==> src/rtl/mode7_scanline_engine_if.sv <==
// Signal bundle between vga_sync/config host/texture ROM (master) and the Mode7 engine (slave).
interface mode7_scanline_engine_if #(
  parameter int COORD_W = 10,
  parameter int MAT_W   = 16,
  parameter int TEX_LG  = 6,
  parameter int COLOR_W = 8
);
  logic                  pixel_tick;
  logic                  video_on;
  logic [COORD_W-1:0]    pixel_x;
  logic [COORD_W-1:0]    pixel_y;
  logic                  frame_start;
  logic                  cfg_we;
  logic [2:0]            cfg_addr;
  logic [MAT_W-1:0]      cfg_wdata;
  logic [2*TEX_LG-1:0]   tex_addr;
  logic [COLOR_W-1:0]    tex_data;
  logic [COLOR_W-1:0]    rgb;
  logic                  rgb_valid;
  logic                  setup_busy;

  modport master (
    output pixel_tick, video_on, pixel_x, pixel_y, frame_start,
    output cfg_we, cfg_addr, cfg_wdata, tex_data,
    input  tex_addr, rgb, rgb_valid, setup_busy
  );

  modport slave (
    input  pixel_tick, video_on, pixel_x, pixel_y, frame_start,
    input  cfg_we, cfg_addr, cfg_wdata, tex_data,
    output tex_addr, rgb, rgb_valid, setup_busy
  );
endinterface

==> src/rtl/mode7_scanline_engine.sv <==
// Mode7 affine texture mapper: per-line setup on one shared multiplier, per-pixel u/v stepping.
// Optional MODE7_CLAMP_EN: out-of-texture texels show BACKDROP instead of wrapping.
module mode7_scanline_engine #(
  parameter int COORD_W  = 10,
  parameter int FRAC_W   = 8,
  parameter int MAT_W    = 16,
  parameter int TEX_LG   = 6,
  parameter int COLOR_W  = 8,
  parameter int H_ACTIVE = 640,
  parameter int V_ACTIVE = 480,
  parameter logic [COLOR_W-1:0] BACKDROP = '0
) (
  input  logic clk,
  input  logic reset,
  mode7_scanline_engine_if.slave bus
);
  localparam int ACC_W = MAT_W + COORD_W + 2;
  localparam int DW    = COORD_W + 1;
  localparam logic [MAT_W-1:0] ONE = MAT_W'(1) << FRAC_W;

  localparam logic [2:0] IDLE  = 3'd0;
  localparam logic [2:0] MUL_A = 3'd1;
  localparam logic [2:0] MUL_B = 3'd2;
  localparam logic [2:0] MUL_C = 3'd3;
  localparam logic [2:0] MUL_D = 3'd4;
  localparam logic [2:0] LOAD  = 3'd5;

  // Register map order: A B C D H V X0 Y0; A and D come up as 1.0.
  logic [7:0][MAT_W-1:0] cfg_rst_val;
  genvar gi;
  generate
    for (gi = 0; gi < 8; gi++) begin : g_cfg_rst
      assign cfg_rst_val[gi] = (gi == 0 || gi == 3) ? ONE : '0;
    end
  endgenerate

  logic [MAT_W-1:0] shadow_reg [8];
  logic [MAT_W-1:0] active_reg [8];

  always_ff @(posedge clk) begin
    if (reset) begin
      for (int i = 0; i < 8; i++) begin
        shadow_reg[i] <= cfg_rst_val[i];
        active_reg[i] <= cfg_rst_val[i];
      end
    end else begin
      if (bus.frame_start) begin
        for (int i = 0; i < 8; i++) active_reg[i] <= shadow_reg[i];
      end
      if (bus.cfg_we) shadow_reg[bus.cfg_addr] <= bus.cfg_wdata;
    end
  end

  logic [MAT_W-1:0]   a_q, b_q, c_q, d_q;
  logic [COORD_W-1:0] h_q, v_q, x0_q, y0_q;
  assign a_q  = active_reg[0];
  assign b_q  = active_reg[1];
  assign c_q  = active_reg[2];
  assign d_q  = active_reg[3];
  assign h_q  = active_reg[4][COORD_W-1:0];
  assign v_q  = active_reg[5][COORD_W-1:0];
  assign x0_q = active_reg[6][COORD_W-1:0];
  assign y0_q = active_reg[7][COORD_W-1:0];

  logic [2:0]         state_reg;
  logic [COORD_W-1:0] line_y_reg;
  logic [ACC_W-1:0]   u_part_reg, v_part_reg;
  logic [ACC_W-1:0]   u_acc_reg, v_acc_reg;

  logic [DW-1:0] dx, dy;
  assign dx = {h_q[COORD_W-1], h_q} - {x0_q[COORD_W-1], x0_q};
  assign dy = {1'b0, line_y_reg} + {v_q[COORD_W-1], v_q} - {y0_q[COORD_W-1], y0_q};

  // Single multiplier, operands steered by the setup state.
  logic [MAT_W-1:0] mul_coef;
  logic [DW-1:0]    mul_op;
  logic [ACC_W-1:0] mul_prod;
  always_comb begin
    mul_coef = a_q;
    mul_op   = dx;
    case (state_reg)
      MUL_B:   begin mul_coef = b_q; mul_op = dy; end
      MUL_C:   begin mul_coef = c_q; mul_op = dx; end
      MUL_D:   begin mul_coef = d_q; mul_op = dy; end
      default: ;
    endcase
  end
  assign mul_prod = {{(ACC_W-MAT_W){mul_coef[MAT_W-1]}}, mul_coef}
                  * {{(ACC_W-DW){mul_op[DW-1]}}, mul_op};

  logic [ACC_W-1:0] x0_fix, y0_fix, a_ext, c_ext;
  assign x0_fix = {{(ACC_W-COORD_W-FRAC_W){x0_q[COORD_W-1]}}, x0_q, {FRAC_W{1'b0}}};
  assign y0_fix = {{(ACC_W-COORD_W-FRAC_W){y0_q[COORD_W-1]}}, y0_q, {FRAC_W{1'b0}}};
  assign a_ext  = {{(ACC_W-MAT_W){a_q[MAT_W-1]}}, a_q};
  assign c_ext  = {{(ACC_W-MAT_W){c_q[MAT_W-1]}}, c_q};

  logic line_trig, restart, step;
  assign line_trig = bus.pixel_tick && (bus.pixel_x == COORD_W'(H_ACTIVE))
                  && (bus.pixel_y < COORD_W'(V_ACTIVE - 1));
  assign restart   = bus.frame_start || line_trig;
  assign step      = bus.pixel_tick && bus.video_on;

  always_ff @(posedge clk) begin
    if (reset) begin
      state_reg  <= IDLE;
      line_y_reg <= '0;
      u_part_reg <= '0;
      v_part_reg <= '0;
    end else if (bus.frame_start) begin
      state_reg  <= MUL_A;
      line_y_reg <= '0;
    end else if (line_trig) begin
      state_reg  <= MUL_A;
      line_y_reg <= bus.pixel_y + 1'b1;
    end else begin
      case (state_reg)
        MUL_A:   begin u_part_reg <= mul_prod;              state_reg <= MUL_B; end
        MUL_B:   begin u_part_reg <= u_part_reg + mul_prod; state_reg <= MUL_C; end
        MUL_C:   begin v_part_reg <= mul_prod;              state_reg <= MUL_D; end
        MUL_D:   begin v_part_reg <= v_part_reg + mul_prod; state_reg <= LOAD;  end
        default: state_reg <= IDLE;
      endcase
    end
  end

  logic [2*TEX_LG-1:0] tex_addr_reg;

  // A line load wins over a same-cycle step; an aborted setup never loads.
  always_ff @(posedge clk) begin
    if (reset) begin
      u_acc_reg    <= '0;
      v_acc_reg    <= '0;
      tex_addr_reg <= '0;
    end else begin
      if (step) tex_addr_reg <= {v_acc_reg[FRAC_W +: TEX_LG], u_acc_reg[FRAC_W +: TEX_LG]};
      if (state_reg == LOAD && !restart) begin
        u_acc_reg <= u_part_reg + x0_fix;
        v_acc_reg <= v_part_reg + y0_fix;
      end else if (step) begin
        u_acc_reg <= u_acc_reg + a_ext;
        v_acc_reg <= v_acc_reg + c_ext;
      end
    end
  end

  logic clamp_hit;
`ifdef MODE7_CLAMP_EN
  // Any set bit above the texture's integer field (incl. sign) means outside the texture.
  logic oob_d1_reg, oob_d2_reg;
  always_ff @(posedge clk) begin
    if (reset) begin
      oob_d1_reg <= 1'b0;
      oob_d2_reg <= 1'b0;
    end else begin
      if (step) oob_d1_reg <= (|u_acc_reg[ACC_W-1:FRAC_W+TEX_LG]) || (|v_acc_reg[ACC_W-1:FRAC_W+TEX_LG]);
      oob_d2_reg <= oob_d1_reg;
    end
  end
  assign clamp_hit = oob_d2_reg;
`else
  assign clamp_hit = 1'b0;
`endif

  logic tick_d1_reg, tick_d2_reg, von_d1_reg, von_d2_reg;
  logic [COLOR_W-1:0] rgb_reg;
  logic rgb_valid_reg;

  always_ff @(posedge clk) begin
    if (reset) begin
      tick_d1_reg   <= 1'b0;
      tick_d2_reg   <= 1'b0;
      von_d1_reg    <= 1'b0;
      von_d2_reg    <= 1'b0;
      rgb_reg       <= '0;
      rgb_valid_reg <= 1'b0;
    end else begin
      tick_d1_reg   <= bus.pixel_tick;
      von_d1_reg    <= bus.video_on;
      tick_d2_reg   <= tick_d1_reg;
      von_d2_reg    <= von_d1_reg;
      rgb_valid_reg <= tick_d2_reg;
      if (tick_d2_reg) begin
        if (!von_d2_reg)    rgb_reg <= '0;
        else if (clamp_hit) rgb_reg <= BACKDROP;
        else                rgb_reg <= bus.tex_data;
      end
    end
  end

  assign bus.tex_addr   = tex_addr_reg;
  assign bus.rgb        = rgb_reg;
  assign bus.rgb_valid  = rgb_valid_reg;
  assign bus.setup_busy = (state_reg != IDLE);
endmodule

==> src/flat_wrapper.sv <==
// flat-port wrapper written by rule: the top's interface ports become plain ports
module mode7_scanline_engine_flat 
#(
  parameter int COORD_W  = 10,
  parameter int FRAC_W   = 8,
  parameter int MAT_W    = 16,
  parameter int TEX_LG   = 6,
  parameter int COLOR_W  = 8,
  parameter int H_ACTIVE = 640,
  parameter int V_ACTIVE = 480,
  parameter logic [COLOR_W-1:0] BACKDROP = '0
)
  (clk, reset, bus_pixel_tick, bus_video_on, bus_pixel_x, bus_pixel_y, bus_frame_start, bus_cfg_we, bus_cfg_addr, bus_cfg_wdata, bus_tex_data, bus_tex_addr, bus_rgb, bus_rgb_valid, bus_setup_busy);
  mode7_scanline_engine_if #(.COORD_W(COORD_W), .MAT_W(MAT_W), .TEX_LG(TEX_LG), .COLOR_W(COLOR_W)) bus_i ();
  input  logic clk;
  input  logic reset;
  input wire logic [$bits(bus_i.pixel_tick)-1:0] bus_pixel_tick;
  input wire logic [$bits(bus_i.video_on)-1:0] bus_video_on;
  input wire logic [$bits(bus_i.pixel_x)-1:0] bus_pixel_x;
  input wire logic [$bits(bus_i.pixel_y)-1:0] bus_pixel_y;
  input wire logic [$bits(bus_i.frame_start)-1:0] bus_frame_start;
  input wire logic [$bits(bus_i.cfg_we)-1:0] bus_cfg_we;
  input wire logic [$bits(bus_i.cfg_addr)-1:0] bus_cfg_addr;
  input wire logic [$bits(bus_i.cfg_wdata)-1:0] bus_cfg_wdata;
  input wire logic [$bits(bus_i.tex_data)-1:0] bus_tex_data;
  output wire logic [$bits(bus_i.tex_addr)-1:0] bus_tex_addr;
  output wire logic [$bits(bus_i.rgb)-1:0] bus_rgb;
  output wire logic [$bits(bus_i.rgb_valid)-1:0] bus_rgb_valid;
  output wire logic [$bits(bus_i.setup_busy)-1:0] bus_setup_busy;
  assign bus_i.pixel_tick = bus_pixel_tick;
  assign bus_i.video_on = bus_video_on;
  assign bus_i.pixel_x = bus_pixel_x;
  assign bus_i.pixel_y = bus_pixel_y;
  assign bus_i.frame_start = bus_frame_start;
  assign bus_i.cfg_we = bus_cfg_we;
  assign bus_i.cfg_addr = bus_cfg_addr;
  assign bus_i.cfg_wdata = bus_cfg_wdata;
  assign bus_i.tex_data = bus_tex_data;
  assign bus_tex_addr = bus_i.tex_addr;
  assign bus_rgb = bus_i.rgb;
  assign bus_rgb_valid = bus_i.rgb_valid;
  assign bus_setup_busy = bus_i.setup_busy;
  mode7_scanline_engine #(.COORD_W(COORD_W), .FRAC_W(FRAC_W), .MAT_W(MAT_W), .TEX_LG(TEX_LG), .COLOR_W(COLOR_W), .H_ACTIVE(H_ACTIVE), .V_ACTIVE(V_ACTIVE), .BACKDROP(BACKDROP)) u_core (.clk(clk), .reset(reset), .bus(bus_i));
endmodule
==> config.mk <==
export PLATFORM = sky130hd
export DESIGN_NAME = mode7_scanline_engine_flat
export DESIGN_NICKNAME = d
export VERILOG_FILES = /design/src/rtl/mode7_scanline_engine_if.sv /design/src/rtl/mode7_scanline_engine.sv /design/src/flat_wrapper.sv
export SDC_FILE = /design/constraint.sdc
export NUM_CORES = 1
export LEC_CHECK = 0
export ABC_AREA = 1
export CAP_MARGIN = 30
export CORE_ASPECT_RATIO = 1.25
export CORE_UTILIZATION = 30
export DETAILED_ROUTE_END_ITERATION = 6
export SLEW_MARGIN = 20
export SYNTH_ARGS = -nofsm -noshare
export SYNTH_HDL_FRONTEND = slang
export SYNTH_SLANG_ARGS = --single-unit
==> constraint.sdc <==
create_clock -name clk -period 13.1 [get_ports clk]
set_input_delay 1.965 -clock clk [delete_from_list [all_inputs] [get_ports clk]]
set_output_delay 1.965 -clock clk [all_outputs]
set_load 0.005 [all_outputs]
==> results.py <==
metrics = {
    "clocking": {
        "post_cts_buffers": 0,
        "cts_buffers": 29,
        "tritoncts": "done",
        "htree_levels": 1,
        "cts_hold_buf": 0,
        "post_cts_resized": 0,
        "clockBufferDepth": 3,
        "ctsRootBufferMaster": "clkbuf_16",
        "clkLatencyLatePin_ns": 0.59,
        "cts.sinks": 286,
        "cts.clk_slew.worst_paths_ns": 0.07,
    },
    "timing": {
        "drv_slew": 0,
        "setup_viol_count_final": 0,
        "final_hold_viol_count": 0,
        "finalSetupTns_ns": 0,
        "skew_ns": 0.02436,
        "fin_crit_sh_pct": 66.73,
        "worstMarginPinSlew_ns": 0.9171,
        "rsz0062_at_grt": "no",
        "slew_headroom_pct": 38.86,
        "fmax_mhz": 114.4,
        "min_period_ns": 8.742,
    },
    "placed_design": {
        "port_buffers": 72,
        "dp_hpwl_um": 38990,
        "finalWeightedCongestion": 0.9046,
        "post-place-cells": 3102,
    },
    "power_and_ir_drop": {
        "p_leak_uw": 0.009694,
        "power_density_nw_per_um2": 173.0,
        "peakVddDrop_uv": 116.5,
    },
    "logic_synthesis": {
        "synth_top_family_by_area": "simple AND/OR/NAND/NOR gates",
        "synth_edf_count": 192,
        "ys.flop_type": "edfxtp_1",
        "yosys_warnings": 0,
        "synthSimpleGateAreaFrac_pct": 20.78,
        "synthTopCellsByCount": "inv_1, nand2_1, nor2_1, edfxtp_1, a21oi_1",
        "syn_nets": 2508,
        "syn_area_per_cell_um2": 8.275,
        "synth_top_cell_area_share_pct": 30.88,
        "synthAdderAreaFrac_pct": 16.39,
        "ys_ff_latch": 286,
        "synth_area_um2": 18670,
        "ys_types": 58,
        "yosysMostFrequentCell": "inv_1",
        "synthCells": 2256,
        "netlist_top_cells_area": "edfxtp_1, dfxtp_1, inv_1, ha_1, fa_1",
        "synth_top_area_cell": "edfxtp_1",
        "synth_compound_area_share_pct": 9.739,
        "synthArstFlopShare_pct": 0,
        "synth.area.mux_share_pct": 0,
        "synthXorXnorAreaFrac_pct": 2.017,
        "ys_seq_area_share_pct": 40.97,
    },
    "critical_path": {
        "cp_max_fo": 13,
        "cp_data_arrival_time_ns": 9.23,
        "cpMostUsedCell": "inv_1",
        "required_ns": 13.59,
        "worstSetupPathType": "reg -> reg",
        "rr_worst_depth": 40,
        "max_stage_delay_ns": 0.73,
        "ff2ff_setup_slack_ns": 4.36,
        "cp-start-kind": "flip-flop",
        "reg2reg_to": "u_core.u_part_reg[13]",
        "reg2reg_from": "u_core.state_reg[0]",
        "cp-end-kind": "flip-flop",
        "crit_slowest_cell": "a21oi_1",
    },
    "finish": {
        "final_layout_size_suffix_gt1_share_pct": 5.186,
        "instances_no_fill": 3157,
        "num_antenna_cells": 0,
        "area_growth_pct": 13.53,
        "nets": 2562,
    },
    "run": {
        "max_cap_violations": 0,
    },
    "floorplan": {
        "dieWidth_um": 225.1,
        "ios": 75,
        "rows": 101,
        "dieArea_um2": 63230,
        "die_y_um": 280.9,
        "initial_core_util_pct": 30.52,
        "core_area_um2": 61160,
    },
    "drt": {
        "wl_per_cell_um": 15.87,
        "drc": 0,
        "dr.pass1.iters": 7,
        "ant_nets": 0,
        "routed_wl_um": 50090,
        "vias": 14630,
        "drt_iter0_markers": 1041,
        "vias_per_cell": 4.635,
    },
    "global_routing": {
        "track_usage_pct": 15.87,
        "antenna_found_initial": 0,
        "grt_max_degree": 77,
        "grt_pass1_vias": 14390,
        "grt_pass1_wl_um": 78370,
        "overflow": 0,
    },
    "worst_hold_path": {
        "whs_endpoint": "u_core.tick_d2_reg",
        "whs_path_depth": 2,
        "hp-class": "reg -> reg",
        "hold_start": "u_core.tick_d1_reg",
    },
    "run_status": {
        "status": "finished, final reports clean",
    },
}
## worst max path at each step
| stage | start | slack (ns) | endpoint | depth (start not counted) |
|---|---|---|---|---|
| global route | u_core.state_reg[0] | 3.74 | u_core.u_part_reg[13] | 40 |
| global placement | u_core.state_reg[0] | 4.44 | u_core.u_part_reg[13] | 40 |
| CTS | u_core.state_reg[0] | 4.36 | u_core.u_part_reg[13] | 40 |
| floorplan | u_core.active_reg[0][113] | 5.69 | u_core.u_part_reg[13] | 39 |
| finish | u_core.state_reg[0] | 4.36 | u_core.u_part_reg[13] | 40 |
| detailed placement | u_core.state_reg[0] | 4.37 | u_core.u_part_reg[13] | 40 |
## worst max-delay path: cells and delay by family (launching register included)
family / cells / cell delay, ns
adders and majority gates: 7 / 2.80
and+or+nand+nor: 14 / 2.20
AOI/OAI and AO/OA: 7 / 1.56
buffers and inverters: 11 / 1.06
DFF: 1 / 0.67
xor gates and xnor gates: 1 / 0.33
## routing by layer
layer / GRT usage, % / wire length (µm) / up-vias
met2: 28.57 / 25070 / 276
met3: 1.600 / 1753 / 108
met4: 8.093 / 2674 / 0
met5: 0 / 0 / -
met1: 18.56 / 20590 / 6926
li1: - / - / 7322
## logic make-up (layout without fill, tap and decap cells)
group | count (synthesis) | after routing
flops | 286 | 286
fa+ha+maj | 199 | 199
buf+inv | 489 | 566
xor+xnor | 43 | 43
simple gates | 914 | 914
compound gates | 325 | 325
## cell type report
cell class | count | area (µm²)
Fill cell | 6284 | 39970
Clock inverter | 22 | 221.5
Sequential cell | 286 | 7647
Multi-Input combinational cell | 1481 | 9135
Inverter | 432 | 1625
Timing Repair Buffer | 80 | 795.8
Clock buffer | 32 | 737.0
Tap cell | 824 | 1031
## where the power goes
part	internal, µW	leakage (µW)	switching (µW)
Sequential	1020	0.00275	35.0
Combinational	613	0.00648	1140
Clock	472	0.000465	383
Total	2100	0.00969	1560
## cells in the final DEF (no fill, tap or decap), types with 71 or more instances in the layout
| cell type | instances |
|---|---|
| o21ai_0 | 92 |
| fa_1 | 76 |
| ha_1 | 123 |
| edfxtp_1 | 192 |
| inv_1 | 417 |
| nor2_1 | 344 |
| dfxtp_1 | 94 |
| nand3_1 | 102 |
| nand2_1 | 384 |
| a21oi_1 | 155 |
| clkdlybuf4s50_1 | 71 |
## through the flow
step                total power [µW]  setup slack (ns)  cell area (µm²)  utilization, %  hold WS, ns
floorplan                       2362             5.685            18670               -       0.3883
global placement                2781             4.435            20210           33.04       0.3909
detailed placement              2818             4.375            20210           33.04       0.3943
CTS                             3683             4.363            21170           34.60       0.4038
global route                    3948             3.738            21190           34.65       0.4209
finish                          3667             4.358            21190           34.65       0.4030
No activity file was read; power rests on OpenSTA's default activity.
